### config.mk
export PLATFORM = sky130hd
export DESIGN_NAME = dmem_arbiter_flat
export DESIGN_NICKNAME = d
export VERILOG_FILES = /design/src/rtl/dmem_arbiter_pkg.sv /design/src/rtl/dmem_arbiter_if.sv /design/src/rtl/dmem_arbiter_rd_tag_pipe.sv /design/src/rtl/dmem_arbiter.sv /design/src/flat_wrapper.sv
export SDC_FILE = /design/constraint.sdc
export NUM_CORES = 1
export LEC_CHECK = 0
export BUFFER_PORTS_ARGS = -buffer_cell sky130_fd_sc_hd__clkbuf_2
export CAP_MARGIN = 30
export CORE_AREA = 2 2 102 104
export DETAILED_ROUTE_END_ITERATION = 8
export DIE_AREA = 0 0 104 106
export PLACE_DENSITY_LB_ADDON = 0.08
export SETUP_SLACK_MARGIN = 0.3
export SKIP_LAST_GASP = 1
export SYNTH_ARGS = -nofsm -noshare
export SYNTH_HDL_FRONTEND = slang
export SYNTH_HIERARCHICAL = 1
export SYNTH_SLANG_ARGS = --single-unit
### constraint.sdc
create_clock -name clock -period 2.8 [get_ports clock]
set_input_delay 0.28 -clock clock [delete_from_list [all_inputs] [get_ports clock]]
set_output_delay 0.28 -clock clock [all_outputs]
set_load 0.01 [all_outputs]
### src/rtl/dmem_arbiter_pkg.sv
// dmem_arbiter_pkg: shared grant/source encodings, the read-return tag type
// and the legal parameter ranges for the data-memory arbiter.
package dmem_arbiter_pkg;

    // Which requester owns the memory port this cycle
    typedef enum logic [1:0] {
        GNT_NONE = 2'd0,
        GNT_CPU  = 2'd1,
        GNT_PER  = 2'd2
    } gnt_e;

    // Which requester an in-flight read belongs to
    localparam logic SRC_CPU = 1'b0;
    localparam logic SRC_PER = 1'b1;

    // Supported memory read latency and starvation limit
    localparam int RD_LAT_MIN     = 1;
    localparam int RD_LAT_MAX     = 4;
    localparam int STARVE_MAX_MIN = 1;
    localparam int STARVE_MAX_MAX = 15;

    // One in-flight read: valid flag plus originating requester
    typedef struct packed {
        logic v;
        logic src;
    } rd_tag_t;

endpackage

### src/rtl/dmem_arbiter_if.sv
// dmem_arbiter_if: cpu, peripheral and dmem signals around the arbiter.
// master = the surrounding system (requesters + memory), slave = arbiter.
interface dmem_arbiter_if #(
    parameter int ADDR_W = 32,
    parameter int DATA_W = 32
);
    logic              cpu_req;
    logic              cpu_we;
    logic [ADDR_W-1:0] cpu_addr;
    logic [DATA_W-1:0] cpu_wdata;
    logic              cpu_stall;
    logic [DATA_W-1:0] cpu_rdata;
    logic              cpu_rvalid;

    logic              per_req;
    logic [ADDR_W-1:0] per_addr;
    logic              per_gnt;
    logic [DATA_W-1:0] per_rdata;
    logic              per_rvalid;

    logic [ADDR_W-1:0] mem_addr;
    logic [DATA_W-1:0] mem_wdata;
    logic              mem_wren;
    logic [DATA_W-1:0] mem_q;

    modport master (
        output cpu_req, cpu_we, cpu_addr, cpu_wdata, per_req, per_addr, mem_q,
        input  cpu_stall, cpu_rdata, cpu_rvalid, per_gnt, per_rdata, per_rvalid,
               mem_addr, mem_wdata, mem_wren
    );

    modport slave (
        input  cpu_req, cpu_we, cpu_addr, cpu_wdata, per_req, per_addr, mem_q,
        output cpu_stall, cpu_rdata, cpu_rvalid, per_gnt, per_rdata, per_rvalid,
               mem_addr, mem_wdata, mem_wren
    );

endinterface

### src/rtl/dmem_arbiter_rd_tag_pipe.sv
// rd_tag_pipe: DEPTH-stage {valid, src} delay line that follows each issued
// read through the memory latency so the data lands at the right requester.
module rd_tag_pipe
    import dmem_arbiter_pkg::*;
#(
    parameter int DEPTH = 1
) (
    input  logic    clock,
    input  logic    reset,
    input  rd_tag_t tag_in,
    output rd_tag_t tag_out
);

    rd_tag_t [DEPTH-1:0] stage;

    // advance tags one stage per cycle; reset drops every read in flight
    always_ff @(posedge clock or negedge reset) begin
        if (!reset) begin
            stage <= '0;
        end else begin
            stage[0] <= tag_in;
            for (int i = 1; i < DEPTH; i++) begin
                stage[i] <= stage[i-1];
            end
        end
    end

    assign tag_out = stage[DEPTH-1];

endmodule

### src/rtl/dmem_arbiter.sv
// dmem_arbiter: shares the single dmem port between the cpu memory stage and
// a read-only peripheral master. CPU has priority; a 4-bit starvation counter
// forces the peripheral ahead after STARVE_MAX refused cycles. Read returns
// are steered by a tag pipe matching the memory latency.
// Optional: define DMEM_ARB_PERF_EN to add conflict/force perf counters.
module dmem_arbiter
    import dmem_arbiter_pkg::*;
#(
    parameter int ADDR_W     = 32,
    parameter int DATA_W     = 32,
    parameter int RD_LAT     = 1,
    parameter int STARVE_MAX = 4
) (
    input  logic        clock,
    input  logic        reset,
    dmem_arbiter_if.slave bus
`ifdef DMEM_ARB_PERF_EN
    ,
    output logic [31:0] perf_conflict_cnt,
    output logic [31:0] perf_force_cnt
`endif
);

    if (RD_LAT < RD_LAT_MIN || RD_LAT > RD_LAT_MAX) begin : g_bad_rd_lat
        $error("dmem_arbiter: RD_LAT out of range");
    end
    if (STARVE_MAX < STARVE_MAX_MIN || STARVE_MAX > STARVE_MAX_MAX) begin : g_bad_starve
        $error("dmem_arbiter: STARVE_MAX out of range");
    end

    localparam logic [3:0] STARVE_LIM = 4'(STARVE_MAX);

    gnt_e              gnt;
    logic              cpu_win;
    logic              per_win;
    logic              force_per;
    logic [3:0]        starve_cnt;
    logic [ADDR_W-1:0] last_addr;
    logic [DATA_W-1:0] rdata;
    rd_tag_t           tag_in;
    rd_tag_t           tag_out;

    // peripheral has waited long enough to jump ahead of the cpu
    assign force_per = bus.per_req && (starve_cnt == STARVE_LIM);

    // choose this cycle's owner; nothing is granted while reset is held
    always_comb begin
        gnt = GNT_NONE;
        if (reset) begin
            if (bus.cpu_req && !force_per) gnt = GNT_CPU;
            else if (bus.per_req)          gnt = GNT_PER;
        end
    end

    assign cpu_win = (gnt == GNT_CPU);
    assign per_win = (gnt == GNT_PER);

    // drive the memory port and the request handshakes from the grant
    always_comb begin
        bus.mem_addr = last_addr;
        case (gnt)
            GNT_CPU: bus.mem_addr = bus.cpu_addr;
            GNT_PER: bus.mem_addr = bus.per_addr;
            default: bus.mem_addr = last_addr;
        endcase
        bus.mem_wdata = bus.cpu_wdata;
        bus.mem_wren  = cpu_win && bus.cpu_we;
        bus.cpu_stall = bus.cpu_req && !cpu_win;
        bus.per_gnt   = per_win;
    end

    // count refused peripheral cycles; any grant or idle peripheral clears it
    always_ff @(posedge clock or negedge reset) begin
        if (!reset)                       starve_cnt <= '0;
        else if (bus.per_req && !per_win) starve_cnt <= (starve_cnt == STARVE_LIM) ? starve_cnt
                                                                                   : starve_cnt + 4'd1;
        else                              starve_cnt <= '0;
    end

    // keep the last issued address so the port is stable on idle cycles
    always_ff @(posedge clock or negedge reset) begin
        if (!reset)                last_addr <= '0;
        else if (gnt != GNT_NONE)  last_addr <= bus.mem_addr;
    end

    // stores issue no tag; only reads come back
    always_comb begin
        tag_in.v   = (cpu_win && !bus.cpu_we) || per_win;
        tag_in.src = per_win ? SRC_PER : SRC_CPU;
    end

    rd_tag_pipe #(.DEPTH(RD_LAT)) u_rd_tag_pipe (
        .clock   (clock),
        .reset   (reset),
        .tag_in  (tag_in),
        .tag_out (tag_out)
    );

    // memory data fans out to both requesters; rvalid picks the owner
    always_comb begin
        rdata          = bus.mem_q;
        bus.cpu_rdata  = rdata;
        bus.per_rdata  = rdata;
        bus.cpu_rvalid = tag_out.v && (tag_out.src == SRC_CPU);
        bus.per_rvalid = tag_out.v && (tag_out.src == SRC_PER);
    end

`ifdef DMEM_ARB_PERF_EN
    // contention and forced-override event counters, free-running wrap
    always_ff @(posedge clock or negedge reset) begin
        if (!reset) begin
            perf_conflict_cnt <= '0;
            perf_force_cnt    <= '0;
        end else begin
            if (bus.cpu_req && bus.per_req) perf_conflict_cnt <= perf_conflict_cnt + 32'd1;
            if (force_per && bus.cpu_req)   perf_force_cnt    <= perf_force_cnt + 32'd1;
        end
    end
`endif

endmodule

### src/flat_wrapper.sv
// flat-port wrapper written by rule: the top's interface ports become plain ports
module dmem_arbiter_flat import dmem_arbiter_pkg::*;
#(
    parameter int ADDR_W     = 32,
    parameter int DATA_W     = 32,
    parameter int RD_LAT     = 1,
    parameter int STARVE_MAX = 4
)
  (clock, reset, bus_cpu_req, bus_cpu_we, bus_cpu_addr, bus_cpu_wdata, bus_per_req, bus_per_addr, bus_mem_q, bus_cpu_stall, bus_cpu_rdata, bus_cpu_rvalid, bus_per_gnt, bus_per_rdata, bus_per_rvalid, bus_mem_addr, bus_mem_wdata, bus_mem_wren);
  dmem_arbiter_if #(.ADDR_W(ADDR_W), .DATA_W(DATA_W)) bus_i ();
  input  logic clock;
  input  logic reset;
  input wire logic [$bits(bus_i.cpu_req)-1:0] bus_cpu_req;
  input wire logic [$bits(bus_i.cpu_we)-1:0] bus_cpu_we;
  input wire logic [$bits(bus_i.cpu_addr)-1:0] bus_cpu_addr;
  input wire logic [$bits(bus_i.cpu_wdata)-1:0] bus_cpu_wdata;
  input wire logic [$bits(bus_i.per_req)-1:0] bus_per_req;
  input wire logic [$bits(bus_i.per_addr)-1:0] bus_per_addr;
  input wire logic [$bits(bus_i.mem_q)-1:0] bus_mem_q;
  output wire logic [$bits(bus_i.cpu_stall)-1:0] bus_cpu_stall;
  output wire logic [$bits(bus_i.cpu_rdata)-1:0] bus_cpu_rdata;
  output wire logic [$bits(bus_i.cpu_rvalid)-1:0] bus_cpu_rvalid;
  output wire logic [$bits(bus_i.per_gnt)-1:0] bus_per_gnt;
  output wire logic [$bits(bus_i.per_rdata)-1:0] bus_per_rdata;
  output wire logic [$bits(bus_i.per_rvalid)-1:0] bus_per_rvalid;
  output wire logic [$bits(bus_i.mem_addr)-1:0] bus_mem_addr;
  output wire logic [$bits(bus_i.mem_wdata)-1:0] bus_mem_wdata;
  output wire logic [$bits(bus_i.mem_wren)-1:0] bus_mem_wren;
  assign bus_i.cpu_req = bus_cpu_req;
  assign bus_i.cpu_we = bus_cpu_we;
  assign bus_i.cpu_addr = bus_cpu_addr;
  assign bus_i.cpu_wdata = bus_cpu_wdata;
  assign bus_i.per_req = bus_per_req;
  assign bus_i.per_addr = bus_per_addr;
  assign bus_i.mem_q = bus_mem_q;
  assign bus_cpu_stall = bus_i.cpu_stall;
  assign bus_cpu_rdata = bus_i.cpu_rdata;
  assign bus_cpu_rvalid = bus_i.cpu_rvalid;
  assign bus_per_gnt = bus_i.per_gnt;
  assign bus_per_rdata = bus_i.per_rdata;
  assign bus_per_rvalid = bus_i.per_rvalid;
  assign bus_mem_addr = bus_i.mem_addr;
  assign bus_mem_wdata = bus_i.mem_wdata;
  assign bus_mem_wren = bus_i.mem_wren;
  dmem_arbiter #(.ADDR_W(ADDR_W), .DATA_W(DATA_W), .RD_LAT(RD_LAT), .STARVE_MAX(STARVE_MAX)) u_core (.clock(clock), .reset(reset), .bus(bus_i));
endmodule
---- Word-level counts from Yosys, hierarchy flattened ----
Index checks and enable logic that the tools add are counted.
operators by class
  add/sub/neg operators ................... 1
  equal/unequal tests ..................... 4
  mux-type cells .......................... 7
  bitwise operators ....................... 1
  reductions and logical operators ........ 14
operator list
  kind                                                  count
  case mux 32 bit (2 select lines)                      1
  logical AND 1 bit                                     8
  two-way mux 4 bit                                     2
  two-way mux 2 bit                                     3
  adder 4 x 1 -> 4 bit (second input constant)          1
  equality test 4 x 3 -> 1 bit (second input constant)  1
  logical NOT 1 bit                                     4
  equality test 2 x 1 -> 1 bit (second input constant)  1
  equality test 2 bit (second input constant)           1
  inequality test 2 bit (second input constant)         1
  nonzero test 2 bit                                    1
  logical OR 1 bit                                      1
  two-way mux 1 bit                                     1
  NOT 1 bit                                             1
storage, ports and cells
  flip-flop bits (word level) ............. 38
  input bits .............................. 133
  output and inout bits ................... 133

---- Longest topological paths before layout ----
Gate-level depths: netlist of the first run.
  word-level depth ........................ 10
  gate-level depth with buffers ........... 12
  gate-level depth less buffers ........... 9

---- By module ----
The synthesis of the first run kept the hierarchy.
modules (own cells, without submodules)
  module        times used  cells an instance  area each (um^2)  sequential area each (um^2)
  dmem_arbiter  1           347                3111.7            900.9
  rd_tag_pipe   1           2                  50.0              50.0

---- Least setup slack after synthesis of the first run ----
Ideal clock, no wire load.
  path kind ............................... register to output
  start point ............................. reg u_core.starve_cnt[0]
  end point ............................... out bus_mem_addr[10]
  arrival ................................. 2.016 ns
  data required time ...................... 2.520 ns
  path slack .............................. 0.504 ns
  cell stages (with the launch flop) ...... 11
  buffers on the path ..................... 2
  path through ............................ dfrtp_1 -> inv_1 -> ha_1 -> and3b_1 -> nand2b_1 -> and3_1 -> ha_1 -> buf_2 -> buf_2 -> a22oi_1 -> mux2i_1
on the way
  longest elaborated chain between the ends .. 8
ends and longest elaborated chain
  element                                                              RTL line            source
  from (decl)                                                          dmem_arbiter.sv:37  logic [3:0] starve_cnt;
  from (signal assigned)                                               dmem_arbiter.sv:75  else if (bus.per_req && !per_win) starve_cnt <= (starve_cnt == STARVE_LIM) ? starve_cnt
  equality test 4 x 3 -> 1 bit (*)                                     dmem_arbiter.sv:44  assign force_per = bus.per_req && (starve_cnt == STARVE_LIM);
  logical AND 1 bit (*)                                                dmem_arbiter.sv:44
  logical NOT 1 bit (*)                                                dmem_arbiter.sv:50  if (bus.cpu_req && !force_per) gnt = GNT_CPU;
  logical AND 1 bit (*)                                                dmem_arbiter.sv:50
  two-way mux 2 bit (*)                                                dmem_arbiter.sv:50
  two-way mux 2 bit (*)                                                dmem_arbiter.sv:49  if (reset) begin
  equality test 2 bit or equality test 2 x 1 -> 1 bit (tied branches)  dmem_arbiter.sv:61  case (gnt)
  case mux 32 bit (2 select lines) (*)                                 dmem_arbiter.sv:61
  to (decl)                                                            flat_wrapper.sv:26  output wire logic [$bits(bus_i.mem_addr)-1:0] bus_mem_addr;
Mark *: on every way between the ends. The rest lies on a longest branch, timed or not.

---- Worst setup path in the final report of the first run ----
  start point ............................. reg u_core.starve_cnt[0]
  end point ............................... out bus_mem_addr[20]
Same word-level chain as after synthesis.

==> results of run 1 <==
cells by family (layout without fill, tap and decap cells):
kind of cell	count (synthesis)	after routing	synth area share, %
buf+inv	150	187	31.3
compound gates	69	69	17.5
simple gates	53	53	8.31
flops	38	38	30.1
mux	32	32	10.1
fa+ha+maj	6	6	2.37
xor+xnor	1	1	0.277
path summary, 6_finish.rpt:
kind	startpoint	to	slack, ns	depth (start not counted)
worst max-delay path	u_core/starve_cnt[0]	bus_mem_addr[20]	0.23	10
worst min register to register	u_core/last_addr[24]	u_core/last_addr[24]	0.48	2
min in group clock	bus_cpu_we	u_core/u_rd_tag_pipe/tag_out[1]	0.26	3
worst max register to register	u_core/starve_cnt[0]	u_core/starve_cnt[0]	0.46	11
max in group asynchronous	reset	u_core/starve_cnt[3]	1.72	2
worst min-delay path	reset	u_core/last_addr[20]	0.22	2
state kept, by name, summed over array words and instances (netlist names):
register	flops
u_core/u_rd_tag_pipe/tag_out	2
u_core/starve_cnt	4
u_core/last_addr	32
worst max-delay path, delay by kind of cell, from the launching register on:
family,cells,cell delay [ns]
DFF,1,0.40
AOI/OAI and AO/OA,1,0.10
and+or+nand+nor,3,0.55
buffers and inverters,3,0.41
muxes,1,0.17
adders and majority gates,2,0.38
layer usage:
layer / global-route usage [%] / vias up / share of wire, %
met1: 17.0 / 1099 / 38
met3: 3.13 / 16 / 5.9
met4: 4.34 / 0 / 1.4
li1: - / 1132 / -
met5: 0 / - / 0
met2: 26.8 / 106 / 55
cell usage after synthesis, drive strengths merged:
| cell | count | area share [%] |
|---|---|---|
| and2 | 2 | 0.40 |
| a21boi | 1 | 0.24 |
| nand3 | 4 | 0.63 |
| and3b | 1 | 0.28 |
| xor2 | 1 | 0.28 |
| and3 | 2 | 0.40 |
| buf | 114 | 27 |
| inv | 35 | 4.2 |
| nand2 | 35 | 4.2 |
| a21o | 1 | 0.24 |
| nand2b | 2 | 0.40 |
| o31ai | 1 | 0.24 |
| o21ai | 33 | 9.0 |
| clkbuf | 1 | 0.12 |
| mux2i | 32 | 10 |
| a22oi | 32 | 7.6 |
| or3 | 1 | 0.20 |
| nor2b | 3 | 0.59 |
| dfrtp | 38 | 30 |
| ha | 6 | 2.4 |
| a31oi | 1 | 0.20 |
| nor4b | 1 | 0.28 |
| or2 | 1 | 0.20 |
| nor4bb | 1 | 0.79 |
what timing repair did:
item / in CTS / in global routing
endpoints found under the hold margin: 10 / 0
pin swaps: 8 / 20
setup buffers: 12 / 15
resized for setup: 43 / 49
cloned: 3 / 2
endpoints found under the setup margin: 59 / 60
hold buffers: 1 / 0
per-stage QoR:
step / cell area, µm² / total power [mW]
floorplan: 3160 / 1.13
global placement: 3110 / 1.18
detailed placement: 3110 / 1.18
CTS: 3580 / 1.66
global route: 3820 / 1.79
finish: 3820 / 1.67
power groups by stage:
stage	Combinational [mW]	Clock, mW	Sequential [mW]
after floorplan	0.459	0	0.668
after global placement	0.504	0	0.675
after detailed placement	0.507	0	0.677
after CTS	0.585	0.409	0.664
after global routing	0.688	0.423	0.677
final	0.624	0.382	0.665
final cells by class:
type	instances	area share, %
multi-input cells	161	38.7
flip-flops and latches	38	24.9
well taps	136	4.45
inverters	35	3.44
clock buffers	6	2.16
repair buffers	146	26.4
==> summary.md, run 1 <==
The run finished with clean final reports. The antenna diode count was 0. Highest-delay cell along the critical path: sky130_fd_sc_hd__dfrtp_1. Across all layers, the routed design uses 2353 vias. Clock tree synthesis found a total of 38 sinks. The run gives 0.223 ns as the final-layout worst hold slack. Once layout is complete, the cells apart from fillers number 522. The tools report the worst slew margin relative to its limit as 62.5%.

The run gives 2 as the number of levels the H-tree was split into. The area added between synthesis and finish works out to 20.9%. The run gives 1.13 mW as the internal power.

The ratio of total power to cell area came out at 437 nW/µm². Including well taps, the total number of placed cells is 483. In this run the power spent charging and discharging nets is 0.545 mW.

Of all nets on the critical path, the largest fanout is 7. For this run, the total global-route usage over all layers was measured as 14.6%. The tools report the area of all sequential standard cells as 951 µm². During synthesis, Yosys emitted a total of 6 warnings.

Shortest clock period the worst path allows after layout: 2.57 ns. At the pin with the least slew margin, the transition time is 0.561 ns. Before antenna repair, the detailed router went through 4 iterations.

Leaving out fill and tap cells, the most frequent cells in the layout are sky130_fd_sc_hd__clkbuf_2 (74), sky130_fd_sc_hd__dfrtp_1 (38), sky130_fd_sc_hd__nand2_1 (34), sky130_fd_sc_hd__inv_1 (33). Most common cell type on the critical path: sky130_fd_sc_hd__ha_4. At the placement stage, the worst setup path has a slack of 0.223 ns. The antenna violation net count after detailed routing was 0; the ratio of final minimum period to clock period was 91.7%.

Max-cap violations in this run came to 0. In the post-route analysis, the smallest setup slack over all paths is 0.233 ns. The library cell used most frequently in the layout, excluding fill and tap cells, is sky130_fd_sc_hd__clkbuf_2.

The number of I/O pins is 266, and the maximum number of pins on one net before global-route repair is 41. The global-route wire length before repair is 12.6 mm. The startpoint class of the critical path is a register.

The post-detailed-placement half-perimeter wirelength is 5.92 mm, and the post-detailed-routing wire length is 8.57 mm. In this run the vertical extent of the chip is 106 µm. The number of buffers added on ports works out to 105. The largest buffer count on any clock path was 2. Setup total negative slack: 0 ns.

STA classifies the critical path endpoint as a primary output. The type of the most critical hold path is input port to async pin. The overflow left after global routing was 0; the area used by multi-input combinational logic was 1480 µm². Setup violations remaining at the end of the flow were counted as 0.

The die covers 11000 µm². Clock latency on the worst-skew pair, taken at its later pin, is 0.29 ns. The run gives 61 as the number of DRC markers in iteration 0.

TritonCTS built the clock tree. In this run, the clock network consumes 22.8% of the power. Setup repair after global routing could not meet its margin everywhere. After clock tree synthesis, the clock-pin slew on the worst setup and hold paths is 0.08 ns. The count of final hold-check violations came out at 0. Based on the critical path, the design can be clocked at up to 390 MHz. The clock tree root driver cell was sky130_fd_sc_hd__clkbuf_8. The number of nets in the finished design came out at 526. Via count of the first global-routing pass: 2300.

The critical path data arrival time came out at 2.29 ns. At the worst endpoint, the required time is 2.52 ns. The tools report the final weighted congestion of routability-driven global placement as 0.709.

The run gives 10000 µm² as the core area. The die span in x is 104 µm. The run gives 31.6% as the effective utilization at floorplan.

The number of slew-limit violations in the final report is 0. The post-route netlist has 59.8% of its cells at a drive strength greater than 1. Counting every instance in the synthesized netlist gives 349. The utilization of the core after routing is 38.2%, and the synthesized area per cell is 9.06 µm².

Switching share of power: 32.6%. In this run, synthesis produced a sequential element count of 38. The remaining design rule violation count is 0, and the cell leakage power is 1.89 nW. In this run, CTS created clock tree buffers numbering 5.

The delay contributed by the slowest stage of the critical path is 0.40 ns, and the number of nets in the synthesized netlist is 488. Across the routed clock network, the largest skew measured is 0.00495 ns. For the number of antenna violations at the first check in global routing, the log shows 0.

The worst-case IR drop observed on VDD is 0.173 mV. For the register area share after synthesis, the log shows 30.1%. The mapped netlist covers 3160 µm². Combinational logic burns 37.3% of the power. Routed length per placed instance: 16.4 µm.

After filler insertion, the fill cell instance count of the layout stands at 1069. Synthesis instantiated 27 different standard cells from the library. Registers are responsible for 39.8% of the overall power. Traced cell by cell, the critical path runs through inv_2, ha_4, and3b_1, nand2b_4, and3_4, ha_4, buf_16, a22oi_2, mux2i_2, buf_2. Using the TritonRoute via totals, the vias-per-cell ratio works out to 4.51. The setup path with the least slack is of type register to primary output. The floorplan has 37 rows.
No activity file was read; power rests on OpenSTA's default activity.
==> run 2: changes to the inputs <==
--- a/config.mk
+++ b/config.mk
@@ -5,11 +5,12 @@
 export SDC_FILE = /design/constraint.sdc
 export NUM_CORES = 1
 export LEC_CHECK = 0
+export ABC_AREA = 1
 export BUFFER_PORTS_ARGS = -buffer_cell sky130_fd_sc_hd__clkbuf_2
 export CAP_MARGIN = 30
-export CORE_AREA = 2 2 102 104
+export CORE_AREA = 2 2 103 105
 export DETAILED_ROUTE_END_ITERATION = 8
-export DIE_AREA = 0 0 104 106
+export DIE_AREA = 0 0 105 107
 export PLACE_DENSITY_LB_ADDON = 0.08
 export SETUP_SLACK_MARGIN = 0.3
 export SKIP_LAST_GASP = 1
==> run 2 against run 1 <==
  * Area after synthesis increased by 13%
  * Die area up 1.9%
  * Cell count increased by 26%
  * Core utilization is 0.47 points higher
  * Combinational power up 51%
  * Register-to-register slack better by 0.20 ns
  * Fmax rose by 4.9%
  * Setup slack improved by 0.12 ns
  * Clock power up 4%
  * Critical path type unchanged
  * Critical endpoint is now bus_mem_addr[11]
  * Largest power group is now combinational logic
==> summary.md, run 2 <==
The clock latency reported for the late side of the worst-skew pair came out at 0.30 ns. Element type at the critical path end: a primary output. Buffers placed on the I/O ports in this run total 105. The ratio of final minimum period to clock period works out to 87.4%. In this run the power density over the cells is 532 nW/µm².

Largest driver fanout on the critical path: 8. The count of clock tree sinks was 38; the clock input transition at the sequential cells of the worst setup and hold paths was 0.08 ns. The maximum number of pins on one net before global-route repair was 39; the cell area after placement was 3390 µm².

The tools report the area used by multi-input combinational logic as 1610 µm². The pre-antenna-repair detailed-routing pass consisted of 4 iterations. The count of fill cells added during filler insertion came out at 1112. The flow ran to the end, and the final reports show no timing, DRC or antenna violations. The first global-routing pass estimated 14.1 mm of wire. The die is 105 µm wide. Ranked by total cell area, the synthesized netlist is headed by sky130_fd_sc_hd__dfrtp_1 (27%), sky130_fd_sc_hd__buf_4 (22%), sky130_fd_sc_hd__nand2_1 (19%). The delay contributed by the slowest stage of the critical path was 0.39 ns. By count the netlist is led by sky130_fd_sc_hd__nand2_1 (179), sky130_fd_sc_hd__buf_4 (105), sky130_fd_sc_hd__inv_1 (46), sky130_fd_sc_hd__dfrtp_1 (38), sky130_fd_sc_hd__nand3_1 (37). Synthesis instantiated 19 different standard cells from the library. The floorplan die height came out at 107 µm. The routed length per placed instance came out at 13.2 µm. Type of the most critical hold path: input port to async pin. The critical path class is register to primary output. The startpoint identified for the worst register-to-register timing path is u_core/starve_cnt[1]. Register ranked first by flip-flop count: u_core/last_addr.

The library cells used most frequently in the layout, excluding fill and tap cells, are sky130_fd_sc_hd__nand2_1 (178), sky130_fd_sc_hd__clkbuf_2 (85), sky130_fd_sc_hd__inv_1 (45), sky130_fd_sc_hd__dfrtp_1 (38), sky130_fd_sc_hd__nand3_1 (34). Via count of the first global-routing pass: 2869. Yosys instantiated no cell more often than sky130_fd_sc_hd__nand2_1. The most common cell after layout, fill and taps aside is sky130_fd_sc_hd__nand2_1. Dominant synthesized flop cell: sky130_fd_sc_hd__dfrtp_1. Row generation in the floorplan step produced 37 rows. For the number of slew-limit violations in the final report, the log shows 0. During I/O placement, the number of pins put on the boundary was 266. The post-detailed-placement half-perimeter wirelength is 5.98 mm, and the shortest clock period the worst path allows after layout is 2.45 ns. For this run, the register share of the synthesized area comes to 26.6%. OpenSTA, run right after detailed placement, puts the worst setup slack at 0.256 ns. In the routed design, unresolved DRC markers number 0. The tools report the number of nets in the synthesized netlist as 641. The total overflow left after global routing is 0. CTS placed an instance of sky130_fd_sc_hd__clkbuf_8 at the clock tree root. Adding up every negative setup slack in the final design gives 0 ns.

For the worst setup path, the data required time is 2.52 ns. The measured slew at the worst slew-check pin was 0.671 ns. In the global route stage, overall resource usage came out at 15.7%.

The tools report the effective utilization at floorplan as 35.4%. Maximum resistive drop on vdd: 0.178 mV. Final hold analysis gives a worst-case slack of 0.139 ns. The tools report the number of levels the H-tree was split into as 2.

Worst slew margin relative to its limit: 55.2%. The logs give 11200 µm² for the floorplan die area and 0.352 ns for the smallest setup slack after layout. The synthesized design devotes to its leading area cell type 26.6% of total area. The count of nets left with antenna violations once routing finished came out at 0. The setup clock skew after layout is 0.0107 ns, and the flip-flop and latch count after synthesis is 38. The number of buffers added to fix hold violations after cts is 0, and the max-cap violation count is 0. Across the whole layout, storage elements account for 951 µm². The number of CTS-inserted buffers was 5. The tools report the post-detailed-routing wire length as 8.73 mm.

Compared with the post-synthesis result, the final layout area differs by 9.24%. The utilization of the core after routing was 38.7%. The startpoint class of the critical path is a register. The number of antenna violations at the first check in global routing came out at 0. Summing internal, switching and leakage power gives 2.08 mW. Critical path data arrival time: 2.17 ns.

The instance count after placement with tap cells included came out at 633. TritonCTS built the clock tree. Cell depth of the worst flop-to-flop path: 10. The number of flops mapped to enable cells by yosys was 0.

The highest-delay cell along the critical path was sky130_fd_sc_hd__dfrtp_1. The synthesized area per cell is 7.12 µm², and the via density per instance is 4.35. The worst register-to-register path has a setup slack of 0.66 ns. The register with the most flip-flops in the layout has 32 of them.

In this run the deepest clock path goes through 2 buffers. Of all cell types, the one taking the most synthesized area is sky130_fd_sc_hd__dfrtp_1. Of the cells placed in the final design, the portion with a size suffix greater than 1 is 37.0%. Routability-driven placement finished with a final weighted congestion of 0.696. For this run, asynchronously set or reset flops after synthesis account for 100%. Setup repair after global routing could not meet its margin everywhere. The repair_antennas step left the layout with diodes totalling 0.

The run gives 409 MHz as the peak clock frequency supported by timing. The logs give 6 for the Yosys warning count and 0 for the number of setup violations in the final report. Synthesis produced a netlist whose cell count is 502. The number of DRC markers in iteration 0 was 104. Summed area of non-filler cells in the final layout: 3910 µm².

Cell leakage power: 2.17 nW. Walking the worst path, the cells encountered are inv_1, ha_2, nand4_1, nand2_1, nand2_2, ha_4, buf_12, clkinv_16, nand3_2, and2_4, buf_2. The logs give 2870 for the overall via count from detail_route and 662 for the number of nets in the finished design. The count of final hold-check violations is 0.

The critical register-to-register path endpoint was u_core/last_addr[28]. For the cell area after synthesis, the log shows 3570 µm². Non-filler instance count after layout: 660. For the core area, the log shows 10100 µm².
==> run 2: kinds of logic after synthesis <==
family          share of synthesized area [%]
flops                                    26.6
compound gates                          0.280
fa+ha+maj                                2.10
buf+inv                                  31.5
xor+xnor                                0.245
simple gates                             39.2
==> run 2: how the worst max path moves through the flow <==
stage,from,to,slack (ns),cells past startpoint
after floorplan,u_core/starve_cnt[0],bus_mem_addr[0],0.69,11
after global placement,u_core/starve_cnt[0],bus_mem_addr[28],0.32,10
after detailed placement,u_core/starve_cnt[0],bus_mem_addr[6],0.26,10
after CTS,u_core/starve_cnt[1],bus_mem_addr[4],0.31,11
after global routing,u_core/starve_cnt[1],bus_mem_addr[3],0.18,11
final,u_core/starve_cnt[1],bus_mem_addr[11],0.35,11
==> run 2: cell type report <==
type                    instances  area share, %
clock buffers                   7           2.21
clock inverters                 1          0.128
repair inverters                3           1.47
multi-input cells             297           41.3
well taps                     136           4.36
repair buffers                129           21.1
flip-flops and latches         38           24.4
inverters                      49           5.13
==> run 2: report_power, final <==
part	total, mW	switching [mW]	internal, mW	leakage, nW
registers	0.740	0.0636	0.676	0.484
logic	0.943	0.495	0.448	1.63
clock network	0.396	0.197	0.199	0.0482
==> run 2: critical path, delay by kind of cell (launching register included) <==
kind,cells,cell delay [ns]
adders and majority gates,2,0.51
buffers and inverters,4,0.41
DFF,1,0.39
and+or+nand+nor,5,0.56
==> run 2: repair_timing <==
action | 4_1_cts | 5_1_grt
pin swaps | 6 | 5
gates cloned | 2 | 1
gates resized for setup | 19 | 57
buffers inserted | 9 | 7
hold endpoints to repair | 0 | 0
endpoints found under the setup margin | 32 | 32
==> run 2: layer usage <==
metal | part of all wire (%) | global-route usage [%] | up-vias
met5 | 0 | 0 | -
met4 | 0.72 | 3.14 | 0
met3 | 7.6 | 4.98 | 9
met2 | 43 | 25.5 | 134
met1 | 48 | 20.7 | 1260
li1 | - | - | 1467
